## config.mk

```make
export PLATFORM = sky130hd
export DESIGN_NAME = feature_add_pair
export DESIGN_NICKNAME = d
export VERILOG_FILES = /design/src/rtl/feature_add_pair.sv
export SDC_FILE = /design/constraint.sdc
export NUM_CORES = 2
export LEC_CHECK = 0
export ABC_CLOCK_PERIOD_IN_PS = 6700
export CAP_MARGIN = 20
export CORE_ASPECT_RATIO = 0.75
export CORE_MARGIN = 2
export CORE_UTILIZATION = 33
export DETAILED_ROUTE_END_ITERATION = 10
export SLEW_MARGIN = 20
export SYNTH_ARGS = -nofsm -noshare
export SYNTH_HDL_FRONTEND = slang
export SYNTH_SLANG_ARGS = --single-unit
```

## constraint.sdc

```tcl
create_clock -name system_clk -period 6.7 [get_ports system_clk]
set_clock_uncertainty 0.1 [all_clocks]
set_input_delay 1.005 -clock system_clk [delete_from_list [all_inputs] [get_ports system_clk]]
set_output_delay 1.005 -clock system_clk [all_outputs]
set_load 0.005 [all_outputs]
```

## src/rtl/feature_add_pair.sv

```systemverilog
// feature_add_pair: pairs two independently timed 8-lane feature streams
// (x1 main path, x2 shortcut path) into aligned beats for the residual adder.
// Each stream has its own FIFO. A beat pair is emitted only when both FIFOs
// hold data. A start/done handshake frames each layer by its pair count.
//
// Optional build macro FEATURE_ADD_PAIR_STATUS_EN adds FIFO level outputs
// and a sticky skew-stall flag. The core behaviour is identical without it.

`ifndef FEATURE_WIDTH
`define FEATURE_WIDTH 8
`endif

module feature_add_pair #(
    parameter int FEATURE_WIDTH = `FEATURE_WIDTH,
    parameter int FIFO_DEPTH    = 16,
    parameter int CNT_WIDTH     = 16
) (
    input  logic                         system_clk,
    input  logic                         rst,
`ifdef FEATURE_ADD_PAIR_STATUS_EN
    output logic [$clog2(FIFO_DEPTH):0]  x1_level_out,
    output logic [$clog2(FIFO_DEPTH):0]  x2_level_out,
    output logic                         skew_stall_out,
`endif
    input  logic                         start_in,
    input  logic [CNT_WIDTH-1:0]         beat_count_in,
    output logic                         busy_out,
    output logic                         done_out,
    input  logic [FEATURE_WIDTH*8-1:0]   x1_data_in,
    input  logic                         x1_valid_in,
    output logic                         x1_ready_out,
    input  logic [FEATURE_WIDTH*8-1:0]   x2_data_in,
    input  logic                         x2_valid_in,
    output logic                         x2_ready_out,
    output logic [FEATURE_WIDTH*8-1:0]   feature_x1_out,
    output logic [FEATURE_WIDTH*8-1:0]   feature_x2_out,
    output logic                         feature_x_valid_out
);

    localparam int DW = FEATURE_WIDTH * 8;
    localparam int PW = $clog2(FIFO_DEPTH);
    localparam int LW = PW + 1;

    typedef enum logic [1:0] {
        IDLE = 2'd0,
        RUN  = 2'd1,
        DONE = 2'd2
    } state_t;

    state_t                 state_reg;
    state_t                 state_next;
    logic [CNT_WIDTH-1:0]   total_reg;
    logic [CNT_WIDTH-1:0]   pairs_out_reg;
    logic                   busy_reg;
    logic                   done_reg;
    logic                   valid_reg;

    // Per-stream views so both FIFOs come from one generate body.
    // Index 0 is x1, index 1 is x2.
    logic [DW-1:0]          data_s  [2];
    logic [LW-1:0]          level_s [2];
    logic [DW-1:0]          head_s  [2];
    logic [1:0]             valid_s;
    logic [1:0]             ready_s;
    logic [1:0]             full_s;

    logic                   pop;
    logic                   enter_run;
    logic                   last_pair;

    assign data_s[0] = x1_data_in;
    assign data_s[1] = x2_data_in;
    assign valid_s   = {x2_valid_in, x1_valid_in};

    // Both heads leave together only when both registered levels are nonzero,
    // which keeps the two streams locked to the same beat index.
    assign pop       = (level_s[0] != '0) && (level_s[1] != '0);
    assign enter_run = (state_reg == IDLE) && start_in && (beat_count_in != '0);
    assign last_pair = pop && (pairs_out_reg == total_reg - CNT_WIDTH'(1));

    // Next-state decode; start_in outside IDLE is ignored.
    always_comb begin
        state_next = state_reg;
        case (state_reg)
            IDLE: begin
                if (start_in) begin
                    state_next = (beat_count_in == '0) ? DONE : RUN;
                end
            end
            RUN: begin
                if (last_pair) begin
                    state_next = DONE;
                end
            end
            DONE:    state_next = IDLE;
            default: state_next = IDLE;
        endcase
    end

    // Layer FSM with registered busy/done/valid and the pair counter.
    always_ff @(posedge system_clk) begin
        if (rst) begin
            state_reg     <= IDLE;
            total_reg     <= '0;
            pairs_out_reg <= '0;
            busy_reg      <= 1'b0;
            done_reg      <= 1'b0;
            valid_reg     <= 1'b0;
        end else begin
            state_reg <= state_next;
            busy_reg  <= (state_next != IDLE);
            // DONE is entered together with the last pair (or straight from
            // IDLE for a zero count), so done lines up with that pair's valid.
            done_reg  <= (state_next == DONE);
            valid_reg <= pop;
            if (enter_run) begin
                total_reg     <= beat_count_in;
                pairs_out_reg <= '0;
            end else if (pop) begin
                pairs_out_reg <= pairs_out_reg + CNT_WIDTH'(1);
            end
        end
    end

    genvar gi;
    generate
        for (gi = 0; gi < 2; gi++) begin : g_stream
            logic [DW-1:0]        mem [FIFO_DEPTH];
            logic [PW-1:0]        wr_ptr_reg;
            logic [PW-1:0]        rd_ptr_reg;
            logic [LW-1:0]        level_reg;
            logic [CNT_WIDTH-1:0] acc_reg;
            logic [DW-1:0]        head_reg;
            logic                 push;

            // Ready comes from the registered level, so a push while full can
            // never happen, and push+pop at level 1 or full is safe.
            assign full_s[gi]  = (level_reg == LW'(FIFO_DEPTH));
            assign ready_s[gi] = (state_reg == RUN) && !full_s[gi] && (acc_reg < total_reg);
            assign push        = ready_s[gi] && valid_s[gi];
            assign level_s[gi] = level_reg;
            assign head_s[gi]  = head_reg;

            // FIFO storage write port (no reset so it maps onto block RAM).
            always_ff @(posedge system_clk) begin
                if (push) begin
                    mem[wr_ptr_reg] <= data_s[gi];
                end
            end

            // Registered read: the popped head loads the output register and
            // holds while no pop happens.
            always_ff @(posedge system_clk) begin
                if (rst) begin
                    head_reg <= '0;
                end else if (pop) begin
                    head_reg <= mem[rd_ptr_reg];
                end
            end

            // Pointers, level and the accepted-beat counter.
            always_ff @(posedge system_clk) begin
                if (rst) begin
                    wr_ptr_reg <= '0;
                    rd_ptr_reg <= '0;
                    level_reg  <= '0;
                    acc_reg    <= '0;
                end else begin
                    if (enter_run) begin
                        acc_reg <= '0;
                    end else if (push) begin
                        acc_reg <= acc_reg + CNT_WIDTH'(1);
                    end
                    if (push) begin
                        wr_ptr_reg <= wr_ptr_reg + PW'(1);
                    end
                    if (pop) begin
                        rd_ptr_reg <= rd_ptr_reg + PW'(1);
                    end
                    case ({push, pop})
                        2'b10:   level_reg <= level_reg + LW'(1);
                        2'b01:   level_reg <= level_reg - LW'(1);
                        default: level_reg <= level_reg;
                    endcase
                end
            end
        end
    endgenerate

    assign x1_ready_out        = ready_s[0];
    assign x2_ready_out        = ready_s[1];
    assign feature_x1_out      = head_s[0];
    assign feature_x2_out      = head_s[1];
    assign feature_x_valid_out = valid_reg;
    assign busy_out            = busy_reg;
    assign done_out            = done_reg;

`ifdef FEATURE_ADD_PAIR_STATUS_EN
    logic skew_stall_reg;

    // Sticky flag: a stream was held off because the other one lagged by a
    // full FIFO. Cleared by any start pulse.
    always_ff @(posedge system_clk) begin
        if (rst || start_in) begin
            skew_stall_reg <= 1'b0;
        end else if ((state_reg == RUN) && (full_s != 2'b00)) begin
            skew_stall_reg <= 1'b1;
        end
    end

    assign skew_stall_out = skew_stall_reg;
    assign x1_level_out   = level_s[0];
    assign x2_level_out   = level_s[1];
`endif

endmodule

```

==> summary.txt <==
Routing
  – WL met2: 94,200 um
  – Drt total wl: slightly above 200,000 um
  – Met3 routed WL: approximately 11,000 um
  – WL met1: 94,300 um
  – DR WL/cell: 25.2 um
  – Remaining DRCs: 0
  – Top sig layer: met5
  – Post-route ant nets: 0
  – Starting DRC count in detailed routing: roughly 4,200
  – Vias: ~41,000
  – DR pass1 iterations: 5
  – Drt via density: 5.13

Power
  – Leakage: approximately 30 nW
  – Max VDD drop: 0.247 mV
  – Power Density: 291 mW/mm^2
  – Final Total Pwr: 29.4 mW

Timing
  – FMAX: 196 MHz
  – Final setup TNS: 0 ns
  – Max_slew headroom: 25.4%
  – Hold Slack: 0.353 ns
  – Final setup viols: 0
  – Max-slew violations: 0
  – Fin crit period: approximately 5.1 ns
  – Fin crit share: approximately 76%
  – Worst slew pin tran: ~1.1 ns
  – Fin. Hold Viols: 0
  – RSZ-0062 raised after global routing: no
  – Final WS setup: 1.61 ns

Synthesis
  – Share of the synthesized area in the top cell type: 71.0%
  – Post-Synth Simple-Gate Area: 2.66%
  – Number of synthesized register bits: about 2,300
  – Synth top cells by count: edfxtp_1, mux4_2, nand2_1
  – Cell with the most instances after synthesis: edfxtp_1
  – Mapped Cells: 4,078
  – Leading area contributor after synthesis: edfxtp_1
  – Largest family of logic cells by synthesized area: multiplexers
  – Netlist cell types: 57
  – Post-synthesis compound-gate area fraction: 1.69%
  – Syn avg cell area: between 20 and 25 um^2
  – Net Count, Synth: approximately 4,300
  – XOR/XNOR share of the synthesized area: 0.708%
  – Largest cells by area after synthesis: edfxtp_1, mux4_2, dfxtp_1
  – Post-Synthesis Cell Area: 0.0866 mm^2
  – Multiplexer share of the synthesized area: 16.9%
  – Number of synthesis warnings: 0
  – Share of async-settable or async-resettable flops after synthesis: 0%
  – Number of synthesized flops with an enable pin: 2,048
  – Post-Synth Adder-Cell Area: 0.797%
  – Main flop type after synthesis: edfxtp_1
  – Post-synthesis sequential area ratio: 76.1%

Job
  – Max cap viols: 0

CTS
  – Worst-Skew Late Latency: about 0.89 ns
  – Setup repair bufs after CTS: 0
  – CTS buffer count: 227
  – Max clock buf depth: 4
  – Post-CTS resize count: 0
  – CTS tree: done
  – H-tree Lvls: 4
  – Clock-pin slew on the worst setup and hold paths: 0.06 ns
  – Root Driver: clkbuf_16
  – Hold buffers post-CTS: 0
  – Sink Count: ~2,300

Placement
  – Number of port buffers: 281
  – Dpl hpwl: roughly 110,000 um
  – RD Place Congestion: 0.783
  – DP Area: 0.0940 mm^2
  – Place WS: 1.72 ns
  – Cells after DPL: 7,658

Finish
  – Nets: 4,646
  – Max FFs per register: 2,048
  – Fin cells: 8,082
  – Area Growth Syn to Fin: 16.9%
  – Design area: 0.101 mm^2
  – Fin util: 38.9%
  – Share of cells above drive strength 1: approximately a quarter
  – Top reg by flops: g_stream.mem

Global route
  – GRT Resource Usage Total: 15.0%
  – Global-route wire length before repair: approximately 300,000 um
  – Pin count of the biggest net entering global routing: 121
  – Total grt overflow: 0
  – Initial antenna violation count: 24
  – Vias in the first global route: about 42,000

Setup path
  – Crit path launch type: flop
  – Critical Path RT: 5.59 ns
  – Worst r2r path cells: 10
  – Worst EP arrival: between 3 and 4 ns
  – Worst setup startpoint: total_reg[13]
  – Endpoint class of the critical path: primary output
  – Reg2Reg Capture Point: g_stream[1].mem[9][27]
  – Critical path class: reg2out
  – Worst r2r src: total_reg[13]
  – CP Max Fanout: 14
  – R2R setup slack: 1.71 ns

Min path
  – Hold path cells: 2
  – Hold Path Sink: feature_x2_out[53]
  – Min-delay src: feature_x2_out[53]
  – Hold Path Class: reg2reg

Die
  – Die area: 0.267 mm^2
  – Site Rows: ~160
  – Initial Utilization: 33.3%
  – Area of the core: 0.260 mm^2
  – IO Pins: ~280
  – Die width: slightly below 600 um
  – Die Y: 448 um

Outcome
  – Outcome: complete, no violations
[power by group]
group / switching (mW) / internal, mW
Clock: 5.34 / 7.10
Combinational: 0.753 / 0.622
Sequential: 0.0746 / 15.5
[placed cells by master (no fill, tap or decap), types with 7 or more instances in the layout]
cell                n
clkbuf_1           59
clkinv_1           41
o2111ai_1           9
mux2i_1            20
nor2_1             92
dfxtp_4             8
mux4_2            640
buf_12             22
clkdlybuf4s50_1   280
buf_4              42
xnor2_1            32
edfxtp_1         2048
bufinv_16          16
nand2b_1            7
clkinv_2           29
inv_1              33
clkbuf_8           21
diode_2             8
a21oi_1           166
and3_1             11
nor2_4             13
clkbuf_16         227
ha_1               52
or3_1              11
nand2_1           295
o21ai_0            15
or4_1               9
dfxtp_1           215
a21o_1             13
nand3_1            21
xor2_1             38
and3_4             13
nand4_1            19
[worst max-delay path by stage]
| stage | to | slack, ns | cells past startpoint |
|---|---|---|---|
| global route | g_stream[1].mem[9][29] | 1.30 | 10 |
| floorplan | g_stream[1].mem[14][0] | 1.12 | 10 |
| global placement | g_stream[1].mem[9][34] | 1.81 | 10 |
| detailed placement | g_stream[1].mem[9][34] | 1.72 | 10 |
| finish | x1_ready_out | 1.61 | 8 |
| CTS | x1_ready_out | 1.53 | 8 |
[kinds of logic after synthesis]
kind of cell	count (synthesis)
fa+ha+maj	54
flops	2271
mux	661
xor+xnor	70
buf+inv	247
compound gates	247
simple gates	528
[cell type report]
class	instances	area, um^2
diodes	8	20.0
clock buffers	307	6190
clock inverters	109	1080
fillers	23017	159000
inverters	35	141
multi-input cells	1560	19900
flip-flops and latches	2271	66000
well taps	3444	4310
repair buffers	348	3610
[worst max-delay path, stage by stage (launching register included)]
cell and delay, ns:
dfxtp_1 0.40, inv_1 0.09, ha_1 0.32, a21o_1 0.16, a21o_1 0.18, a2111oi_2 0.78
o21ai_2 0.38, inv_1 0.26, clkdlybuf4s50_1 0.55
[per-layer routing]
metal | track usage [%] | up-vias
li1 | - | 17570
met1 | 22.3 | 22462
met2 | 23.0 | 1154
met3 | 2.56 | 289
met4 | 3.44 | 8
met5 | 0 | -
(Power assumes the default switching activity.)
